**src/rtl/framebuf_writer_pkg.sv**
```systemverilog
// Shared types for the frame buffer write path: FSM states, the register
// bundle of the writer and its reset image.
package framebuf_writer_pkg;

  localparam int          NUM_LANES      = 4;
  localparam int          VEC_W          = 16;
  localparam logic [17:0] FRAME_BASE_DEF = 18'd32;

  typedef enum logic [1:0] {
    IDLE      = 2'd0,
    REQUEST   = 2'd1,
    WRITING   = 2'd2,
    WAIT_RESP = 2'd3
  } state_e;

  typedef struct packed {
    state_e      state;
    logic        fill_bank;
    logic [2:0]  fill_word;
    logic [1:0]  lane;
    logic        drain_bank;
    logic [1:0]  full;
    logic [2:0]  beat;
    logic [17:0] req_addr;
    logic        req_valid;
    logic        wvalid;
    logic        resp_ready;
    logic        frame_done;
    logic        restart;
  } framebuf_writer_registers;

  localparam framebuf_writer_registers framebuf_writer_r_reset = '{
    state: IDLE, fill_bank: 1'b0, fill_word: 3'd0, lane: 2'd0, drain_bank: 1'b0,
    full: 2'b00, beat: 3'd0, req_addr: FRAME_BASE_DEF, req_valid: 1'b0,
    wvalid: 1'b0, resp_ready: 1'b0, frame_done: 1'b0, restart: 1'b0
  };

endpackage

```
**src/rtl/framebuf_writer_if.sv**
```systemverilog
// Pixel stream, write request, write data and completion signals of the writer.
// Names are seen from the writer: i_* flow into it, o_* flow out.
interface framebuf_writer_if;
  logic        i_pix_valid;
  logic        i_pix_sof;
  logic [15:0] i_pix_data;
  logic        o_pix_ready;
  logic        o_req_valid;
  logic        i_req_ready;
  logic [17:0] o_req_addr;
  logic        o_wvalid;
  logic        i_wready;
  logic [63:0] o_wdata;
  logic        o_wlast;
  logic        i_resp_valid;
  logic        o_resp_ready;
  logic        o_frame_done;

  modport slave (
    input  i_pix_valid, i_pix_sof, i_pix_data, i_req_ready, i_wready, i_resp_valid,
    output o_pix_ready, o_req_valid, o_req_addr, o_wvalid, o_wdata, o_wlast,
           o_resp_ready, o_frame_done
  );

  modport master (
    output i_pix_valid, i_pix_sof, i_pix_data, i_req_ready, i_wready, i_resp_valid,
    input  o_pix_ready, o_req_valid, o_req_addr, o_wvalid, o_wdata, o_wlast,
           o_resp_ready, o_frame_done
  );
endinterface

```
**src/rtl/framebuf_writer_ram.sv**
```systemverilog
// Ping-pong line storage: 16 words of 4 x 16-bit lanes, per-lane write
// enable, registered read.
module pingpong_ram64 #(
  parameter int NUM_LANES = 4,
  parameter int VEC_W     = 16,
  parameter int DEPTH     = 16,
  parameter int AW        = 4
) (
  input  logic                             i_clk,
  input  logic [NUM_LANES-1:0]             i_we,
  input  logic [AW-1:0]                    i_waddr,
  input  logic [VEC_W-1:0]                 i_wdata,
  input  logic [AW-1:0]                    i_raddr,
  output logic [NUM_LANES-1:0][VEC_W-1:0]  o_rdata
);

  for (genvar l = 0; l < NUM_LANES; l++) begin : g_lane
    logic [VEC_W-1:0] mem_q [DEPTH];
    logic [VEC_W-1:0] rd_q;

    always_ff @(posedge i_clk) begin
      if (i_we[l]) mem_q[i_waddr] <= i_wdata;
      rd_q <= mem_q[i_raddr];
    end

    assign o_rdata[l] = rd_q;
  end

endmodule

```
**src/rtl/framebuf_writer.sv**
```systemverilog
// Packs RGB565 pixels into 64 B lines in a ping-pong buffer and writes each
// full line to the frame buffer as one 8-beat addressed burst.
module framebuf_writer
  import framebuf_writer_pkg::*;
#(
  parameter logic [17:0] FRAME_BASE  = 18'd32,
  parameter logic [17:0] FRAME_LINES = 18'd9600
) (
  input  logic              i_clk,
  input  logic              i_nrst,
  framebuf_writer_if.slave  bus
);

  localparam logic [17:0] LAST_ADDR = FRAME_BASE + FRAME_LINES - 18'd1;

  framebuf_writer_registers r_q, r_d;

  logic                             pix_ready, pix_fire, sof_fire;
  logic [NUM_LANES-1:0]             ram_we;
  logic [3:0]                       ram_waddr, ram_raddr;
  logic [NUM_LANES-1:0][VEC_W-1:0]  ram_rdata;

  assign pix_ready = ~r_q.full[r_q.fill_bank];
  assign pix_fire  = bus.i_pix_valid & pix_ready;
  assign sof_fire  = pix_fire & bus.i_pix_sof;

  // A frame start always lands at lane 0 of word 0, dropping any partial line.
  assign ram_we    = pix_fire ? (sof_fire ? 4'b0001 : (4'b0001 << r_q.lane)) : 4'b0000;
  assign ram_waddr = {r_q.fill_bank, sof_fire ? 3'd0 : r_q.fill_word};
  // Next-state beat is read so the data register is loaded when o_wvalid rises.
  assign ram_raddr = {r_d.drain_bank, r_d.beat};

  pingpong_ram64 #(.NUM_LANES(NUM_LANES), .VEC_W(VEC_W), .DEPTH(16), .AW(4)) u_ram (
    .i_clk   (i_clk),
    .i_we    (ram_we),
    .i_waddr (ram_waddr),
    .i_wdata (bus.i_pix_data),
    .i_raddr (ram_raddr),
    .o_rdata (ram_rdata)
  );

  always_comb begin
    r_d            = r_q;
    r_d.frame_done = 1'b0;

    if (sof_fire) begin
      r_d.fill_word = 3'd0;
      r_d.lane      = 2'd1;
      r_d.restart   = 1'b1;
    end else if (pix_fire) begin
      r_d.lane = r_q.lane + 2'd1;
      if (r_q.lane == 2'd3) begin
        r_d.fill_word = r_q.fill_word + 3'd1;
        if (r_q.fill_word == 3'd7) begin
          r_d.full[r_q.fill_bank] = 1'b1;
          r_d.fill_bank           = ~r_q.fill_bank;
        end
      end
    end

    case (r_q.state)
      IDLE: if (r_q.full[r_q.drain_bank]) begin
        r_d.state     = REQUEST;
        r_d.req_valid = 1'b1;
        // The first line issued after a frame start goes to the frame base.
        if (r_d.restart) begin
          r_d.req_addr = FRAME_BASE;
          r_d.restart  = 1'b0;
        end
      end
      REQUEST: if (bus.i_req_ready) begin
        r_d.state     = WRITING;
        r_d.req_valid = 1'b0;
        r_d.wvalid    = 1'b1;
        r_d.beat      = 3'd0;
      end
      WRITING: if (bus.i_wready) begin
        if (r_q.beat == 3'd7) begin
          r_d.state      = WAIT_RESP;
          r_d.wvalid     = 1'b0;
          r_d.resp_ready = 1'b1;
        end else begin
          r_d.beat = r_q.beat + 3'd1;
        end
      end
      WAIT_RESP: if (bus.i_resp_valid) begin
        r_d.state                = IDLE;
        r_d.resp_ready           = 1'b0;
        r_d.full[r_q.drain_bank] = 1'b0;
        r_d.drain_bank           = ~r_q.drain_bank;
        r_d.frame_done           = (r_q.req_addr == LAST_ADDR);
        r_d.req_addr             = (r_q.req_addr == LAST_ADDR) ? FRAME_BASE
                                                               : r_q.req_addr + 18'd1;
      end
      default: r_d.state = IDLE;
    endcase
  end

  always_ff @(posedge i_clk) begin
    if (!i_nrst) begin
      r_q          <= framebuf_writer_r_reset;
      r_q.req_addr <= FRAME_BASE;
    end else begin
      r_q <= r_d;
    end
  end

  assign bus.o_pix_ready  = pix_ready;
  assign bus.o_req_valid  = r_q.req_valid;
  assign bus.o_req_addr   = r_q.req_valid ? r_q.req_addr : 18'd0;
  assign bus.o_wvalid     = r_q.wvalid;
  assign bus.o_wdata      = r_q.wvalid ? ram_rdata : 64'd0;
  assign bus.o_wlast      = r_q.wvalid & (r_q.beat == 3'd7);
  assign bus.o_resp_ready = r_q.resp_ready;
  assign bus.o_frame_done = r_q.frame_done;

endmodule

```
**src/flat_wrapper.sv**
```systemverilog
// flat-port wrapper written by rule: the top's interface ports become plain ports
module framebuf_writer_flat import framebuf_writer_pkg::*;
#(
  parameter logic [17:0] FRAME_BASE  = 18'd32,
  parameter logic [17:0] FRAME_LINES = 18'd9600
)
  (i_clk, i_nrst, bus_i_pix_valid, bus_i_pix_sof, bus_i_pix_data, bus_i_req_ready, bus_i_wready, bus_i_resp_valid, bus_o_pix_ready, bus_o_req_valid, bus_o_req_addr, bus_o_wvalid, bus_o_wdata, bus_o_wlast, bus_o_resp_ready, bus_o_frame_done);
  framebuf_writer_if bus_i ();
  input  logic i_clk;
  input  logic i_nrst;
  input wire logic [$bits(bus_i.i_pix_valid)-1:0] bus_i_pix_valid;
  input wire logic [$bits(bus_i.i_pix_sof)-1:0] bus_i_pix_sof;
  input wire logic [$bits(bus_i.i_pix_data)-1:0] bus_i_pix_data;
  input wire logic [$bits(bus_i.i_req_ready)-1:0] bus_i_req_ready;
  input wire logic [$bits(bus_i.i_wready)-1:0] bus_i_wready;
  input wire logic [$bits(bus_i.i_resp_valid)-1:0] bus_i_resp_valid;
  output wire logic [$bits(bus_i.o_pix_ready)-1:0] bus_o_pix_ready;
  output wire logic [$bits(bus_i.o_req_valid)-1:0] bus_o_req_valid;
  output wire logic [$bits(bus_i.o_req_addr)-1:0] bus_o_req_addr;
  output wire logic [$bits(bus_i.o_wvalid)-1:0] bus_o_wvalid;
  output wire logic [$bits(bus_i.o_wdata)-1:0] bus_o_wdata;
  output wire logic [$bits(bus_i.o_wlast)-1:0] bus_o_wlast;
  output wire logic [$bits(bus_i.o_resp_ready)-1:0] bus_o_resp_ready;
  output wire logic [$bits(bus_i.o_frame_done)-1:0] bus_o_frame_done;
  assign bus_i.i_pix_valid = bus_i_pix_valid;
  assign bus_i.i_pix_sof = bus_i_pix_sof;
  assign bus_i.i_pix_data = bus_i_pix_data;
  assign bus_i.i_req_ready = bus_i_req_ready;
  assign bus_i.i_wready = bus_i_wready;
  assign bus_i.i_resp_valid = bus_i_resp_valid;
  assign bus_o_pix_ready = bus_i.o_pix_ready;
  assign bus_o_req_valid = bus_i.o_req_valid;
  assign bus_o_req_addr = bus_i.o_req_addr;
  assign bus_o_wvalid = bus_i.o_wvalid;
  assign bus_o_wdata = bus_i.o_wdata;
  assign bus_o_wlast = bus_i.o_wlast;
  assign bus_o_resp_ready = bus_i.o_resp_ready;
  assign bus_o_frame_done = bus_i.o_frame_done;
  framebuf_writer #(.FRAME_BASE(FRAME_BASE), .FRAME_LINES(FRAME_LINES)) u_core (.i_clk(i_clk), .i_nrst(i_nrst), .bus(bus_i));
endmodule
```
**config.mk**
```make
export PLATFORM = sky130hd
export DESIGN_NAME = framebuf_writer_flat
export DESIGN_NICKNAME = d
export VERILOG_FILES = /design/src/rtl/framebuf_writer_pkg.sv /design/src/rtl/framebuf_writer_if.sv /design/src/rtl/framebuf_writer_ram.sv /design/src/rtl/framebuf_writer.sv /design/src/flat_wrapper.sv
export SDC_FILE = /design/constraint.sdc
export NUM_CORES = 1
export LEC_CHECK = 0
export BUFFER_PORTS_ARGS = -buffer_cell sky130_fd_sc_hd__buf_2
export CAP_MARGIN = 40
export CORE_ASPECT_RATIO = 1.2
export CORE_MARGIN = 10
export CORE_UTILIZATION = 26
export DETAILED_ROUTE_END_ITERATION = 7
export PLACE_DENSITY = 0.39
export SKIP_LAST_GASP = 1
export SYNTH_ARGS = -nofsm -noshare
export SYNTH_HDL_FRONTEND = slang
export SYNTH_SLANG_ARGS = --single-unit
```
**constraint.sdc**
```tcl
create_clock -name i_clk -period 2.9 [get_ports i_clk]
set_input_delay 0.29 -clock i_clk [delete_from_list [all_inputs] [get_ports i_clk]]
set_output_delay 0.29 -clock i_clk [all_outputs]
set_load 0.02 [all_outputs]
```
==> results.ini, run 1 <==
[sta]
hold_viol=0
period_needed_ps=2748
worst_pin_slew_ps=786.8
fmax_mhz=363.9
rsz0062_at_grt=false
skew_ps=30.60
setup_violations=0
slew_violations=0
relSlewSlack_pct=47.55
whs_ps=61.70
fin_crit_sh_pct=94.75

[worst_setup_path]
crit_family=compound AO/OA/AOI/OAI gates
rrSetupSlack_ps=150
path_cells=inv_1 -> ha_1 -> nor2b_1 -> nand2b_1 -> a211o_4 -> buf_4 -> buf_12 -> a21oi_1 -> a21oi_1 -> a22oi_1 -> nand2_1
crit_fanout=50
critical_path_class=reg -> reg
crit_top_cell=a21oi_1
endpoint_kind=register
regToRegEndpoint=u_core.u_ram.g_lane[2].rd_q[9]
slowest_delay_ps=420
start_kind=register
rr_worst_depth=11
slowest_stage=a211o_4
required_ps=3490
regToRegStartpoint=u_core.r_q[36]
cp.arrival_ps=3340
crit_buf_inv=3

[drt]
detail_route.wl_per_cell_um=22.08
drt_iter0_drc=1602
first_pass_iters=5
ant_nets=0
route.detailed.drc=0
wl_um=125100
vias_per_cell=4.567
via_count=25870

[floorplanning]
start_util_pct=26.08
die_x_um=392.5
rows=164
io_pins=111
fp.dieH_um=467.0
die-area_mm2=0.1833
coreArea_mm2=0.1660

[pwr]
p_leak_nw=18.15
powerDensity_mw_per_mm2=663.2
max-vdd-ir-drop_v=0.0004416

[grt]
grt_pass1_wl_um=182900
grt.total_usage_pct=13.40
grt_antenna_before_repair=8
grt_pass1_vias=26070
grt_max_degree=71
grt_overflow=0

[yosys]
syn-num-nets=3181
ys_seq_area_share_pct=75.70
async_reset_ff_share_pct=0
syn_inst=3146
postSynthAreaPerCell_um2=13.76
synth_edf_count=1024
synth_ff_type=edfxtp_1
netlist_area_mm2=0.04329
synth-seq-cells=1125
yosys_warnings=0
synth.distinct_cells=55
synth_area_leaders=edfxtp_1, nand2_1, dfxtp_1
synth_top_cell_area_share_pct=71.03
yosys.area.top_type=edfxtp_1

[cts]
cts_root_buffer=clkbuf_16
clock_latency_ps=730
cts_setup_buffers=0
clkSinkCount=1125
htree_num_levels=3
clkTransAtPathRegs_ps=60
clk_path_buf_depth=3
cts_buffers=116
cts_tree=yes

[min_path]
whs_endpoint=u_core.u_ram.g_lane[2].mem_q[13][13]
hp-class=in -> reg
hold_path_depth=1
worstHoldStart=bus_i_pix_data[13]

[placed_design]
place_hpwl_um=75580
port_buffers=110
globalplace.congestion=0.7256
postPlaceCellArea_mm2=0.04818

[final_layout]
drive_above_1_share_pct=16.19
fin_nets=3436
area_growth_pct=20.45
fin_area_mm2=0.05215

[job]
drv_cap=0

[run_status]
status=finished clean

stage by stage:
stage          util, %  cells  setup slack, ps  TNS (ps)  power [mW]
6_report         31.41   5664            152.3         0       34.58
5_1_grt          31.41   5662            5.361         0       35.88
4_1_cts          31.37   5660            38.32         0       35.13
3_5_place_dp     29.03   5434           -46.08    -46.08       19.88
3_3_place_gp     29.01   5433           -46.51    -46.51       19.87
2_1_floorplan        -   3146            274.6         0       18.94
what timing repair did:
| action | CTS | global route |
|---|---|---|
| setup endpoints to repair | 1 | 45 |
| pin swaps | 0 | 1 |
| hold buffers | 6 | 0 |
| hold endpoints to repair | 16 | 0 |
| gates resized for setup | 1 | 8 |
cell usage in the layout, fill, tap and decap left out, types with 76 or more instances in the layout:
cell       count
edfxtp_1    1024
dfxtp_1      100
and2_1        84
buf_2        110
nand3_1       76
clkbuf_16    118
buf_4        154
a21oi_1      330
nand2_1      736
mux2i_1      129
per-layer routing:
| layer | vias to the layer above | track usage, % | part of all wire (%) |
|---|---|---|---|
| met2 | 476 | 22.34 | 48 |
| met1 | 13120 | 18.19 | 46 |
| met4 | 2 | 3.590 | 1.8 |
| li1 | 12140 | - | - |
| met5 | - | 0 | 0.016 |
| met3 | 134 | 1.823 | 3.9 |
cell families after synthesis:
family | after synthesis | synth area share (%)
flops | 1125 | 75.70
fa+ha+maj | 12 | 0.3468
xor+xnor | 15 | 0.3035
mux | 132 | 3.095
buf+inv | 198 | 1.997
compound gates | 555 | 7.722
simple gates | 1109 | 10.84
Yosys cell counts, drive strengths merged (12+ instances only):
| library cell | n |
|---|---|
| nand3 | 80 |
| a22oi | 68 |
| edfxtp | 1024 |
| a32oi | 64 |
| and2 | 86 |
| mux2i | 130 |
| nand2 | 737 |
| o22ai | 65 |
| nor3 | 69 |
| nor2 | 99 |
| ha | 12 |
| dfxtp | 101 |
| buf | 68 |
| a21oi | 330 |
| clkbuf | 122 |
how the worst max path moves through the flow:
stage / depth (start not counted) / startpoint / end / slack [ps]
floorplan: 7 / u_core.r_q[34] / u_core.u_ram.g_lane[0].mem_q[7][0] / 270
global placement: 12 / u_core.r_q[36] / u_core.u_ram.g_lane[1].rd_q[6] / -50
detailed placement: 12 / u_core.r_q[35] / u_core.u_ram.g_lane[1].rd_q[6] / -50
CTS: 11 / u_core.r_q[35] / u_core.u_ram.g_lane[3].rd_q[1] / 40
global route: 11 / u_core.r_q[36] / u_core.u_ram.g_lane[0].rd_q[8] / 5
finish: 11 / u_core.r_q[36] / u_core.u_ram.g_lane[2].rd_q[9] / 150
sequential cells by signal, summed over array words and instances, names as in the netlist:
| register | cells |
|---|---|
| u_core.u_ram.g_lane.mem_q | 1024 |
| u_core.u_ram.g_lane.rd_q | 64 |
| u_core.r_q | 33 |
| u_core.bus.o_frame_done | 1 |
| u_core.bus.o_req_valid | 1 |
| u_core.bus.o_resp_ready | 1 |
| u_core.bus.o_wvalid | 1 |
report_power, final:
part	internal (mW)	leakage (nW)	switching [mW]
logic	0.494	6.23	1.12
registers	17.8	10.1	0.125
clock network	8.71	1.87	6.37
total	27.0	18.2	7.62
final cells by class:
cell class / instances / area, µm²
Multi-Input combinational cell: 1823 / 9896
Antenna cell: 3 / 7.507
Tap cell: 2158 / 2700
Timing Repair Buffer: 327 / 2908
Sequential cell: 1125 / 32780
Clock buffer: 157 / 3159
Fill cell: 16390 / 113900
Clock inverter: 63 / 669.4
Inverter: 8 / 30.03
worst register-to-register path: cells and delay by family, from the launching register on:
kind                       cells  cell delay [ps]
DFF                            1              340
and+or+nand+nor                3              470
adders and majority gates      1              210
buffers and inverters          3              500
AOI/OAI and AO/OA              4             1100
Power figures use the tool's default switching activity.
==> run 2, diff against run 1 <==
==> constraint.sdc (replaced) <==
create_clock -name i_clk -period 2.7 [get_ports i_clk]
set_input_delay 0.27 -clock i_clk [delete_from_list [all_inputs] [get_ports i_clk]]
set_output_delay 0.27 -clock i_clk [all_outputs]
set_load 0.02 [all_outputs]
==> results.ini, run 2 (synthesized netlist as in run 1, its figures left out) <==
[run_status]
status=finished clean

[sta]
setup_violations=0
rsz0062_at_grt=true
hold_viol=0
fin_setup_tns_ps=0
skew_ps=33.10
fmax_mhz=382.3
whs_ps=71.47
slew_violations=0
worst_pin_slew_ps=775.3
period_needed_ps=2616
fin_crit_sh_pct=96.89
relSlewSlack_pct=48.31

[placed_design]
port_buffers=110
globalplace.congestion=0.7271
postPlaceCellArea_mm2=0.04913
dp.cells=5473
place_hpwl_um=75620

[worst_setup_path]
endpoint_kind=register
crit_top_cell=buf_12
slowest_delay_ps=320
critical_path_class=reg -> reg
start_kind=register
required_ps=3310
crit_fanout=28
cp.arrival_ps=3220
slowest_stage=dfxtp_1
path_cells=inv_1 -> ha_4 -> nand3b_1 -> mux2_4 -> and2_4 -> buf_12 -> buf_12 -> buf_6 -> a21oi_2 -> a21oi_1 -> a22oi_2 -> nand2_1
crit_family=buffers and inverters
crit_buf_inv=4

[grt]
grt_pass1_wl_um=183500
grt_pass1_vias=26390
grt.total_usage_pct=13.39
grt_antenna_before_repair=6
grt_overflow=0
grt_max_degree=70

[final_layout]
instances_no_fill=5716
final_common_cell=edfxtp_1
mostFrequentLayoutCells=edfxtp_1, nand2_1, a21oi_1
area_growth_pct=23.76
regArea_mm2=0.03278
multi_input_area_mm2=0.009970
fin_nets=3487
top_regs=u_core.u_ram.g_lane.mem_q (1024), u_core.u_ram.g_lane.rd_q (64), u_core.r_q (33)
drive_above_1_share_pct=17.93
fin_area_mm2=0.05358
largest_reg_flops=1024
top_register=u_core.u_ram.g_lane.mem_q
filler_cell_count=16300
fin_util_pct=32.28

[drt]
detail_route.wl_per_cell_um=22.31
via_count=25940
route.detailed.drc=0
wl_um=127500
vias_per_cell=4.538
ant_nets=0
first_pass_iters=5
drt_iter0_drc=1743

[cts]
clkSinkCount=1125
clkTransAtPathRegs_ps=60
cts_root_buffer=clkbuf_16
htree_num_levels=3
cts_buffers=115
cts_tree=yes
clk_path_buf_depth=3
clock_latency_ps=740

[floorplanning]
io_pins=111
fp.dieH_um=467.0
die-area_mm2=0.1833
rows=164
die_x_um=392.5
start_util_pct=26.08
coreArea_mm2=0.1660

[job]
drv_cap=0

[pwr]
p_leak_nw=18.72
powerDensity_mw_per_mm2=703.6
max-vdd-ir-drop_v=0.0005213

[min_path]
hp-class=in -> reg

==> run 2: changes by cell type in the layout (fill, tap and decap cells not counted), moves of 4 or more <==
| cell | change |
|---|---|
| buf_4 | -15 |
| buf_12 | +44 |
| clkbuf_8 | +5 |
| clkbuf_1 | -5 |
| buf_6 | +4 |
| clkbuf_16 | +8 |
| a22oi_1 | -6 |
| a22oi_2 | +6 |
| nor3_2 | +7 |
| nor3_1 | -7 |
| buf_16 | +8 |
==> run 2: metrics by stage <==
stage,setup slack (ps),power (mW)
2_1_floorplan,74.58,20.35
3_3_place_gp,-164.7,21.44
3_5_place_dp,-174.7,21.45
4_1_cts,20.75,38.23
5_1_grt,-48.31,39.00
6_report,83.97,37.70
==> run 2: area by class of cell <==
class	count	share of cell area [%]
flip-flops and latches	1125	61.17
clock inverters	60	1.322
repair buffers	379	7.786
inverters	8	0.05604
clock buffers	157	5.990
well taps	2158	5.039
diodes	6	0.02802
multi-input cells	1823	18.61
==> run 2: what timing repair did <==
item	4_1_cts	5_1_grt
endpoints found under the setup margin	20	50
hold endpoints to repair	63	0
pin swaps	1	7
gates resized for setup	10	27
gates cloned	0	8
hold buffers	9	0
setup buffers	0	3
==> run 2: path summary, 6_finish.rpt <==
path / start / endpoint / slack [ps] / cells past startpoint
max: u_core.r_q[36] / u_core.u_ram.g_lane[1].rd_q[2] / 80 / 12
min: bus_i_pix_data[4] / u_core.u_ram.g_lane[1].mem_q[4][4] / 70 / 2
max reg2reg: u_core.r_q[36] / u_core.u_ram.g_lane[1].rd_q[2] / 80 / 12
min reg2reg: u_core.r_q[6] / u_core.r_q[6] / 490 / 2
==> run 2: per-layer routing <==
layer / GRT usage [%] / routed length, µm / vias up
met4: 3.420 / 2106 / 0
met2: 22.52 / 62060 / 364
met5: 0 / 0 / -
met3: 1.748 / 4175 / 130
li1: - / - / 12230
met1: 18.11 / 59190 / 13220
==> run 2: power by group <==
group	switching [mW]	internal, mW	leakage [nW]
sequential	0.145	19.1	10.1
clock	6.88	9.74	1.93
combinational	1.23	0.620	6.74
total	8.26	29.4	18.7
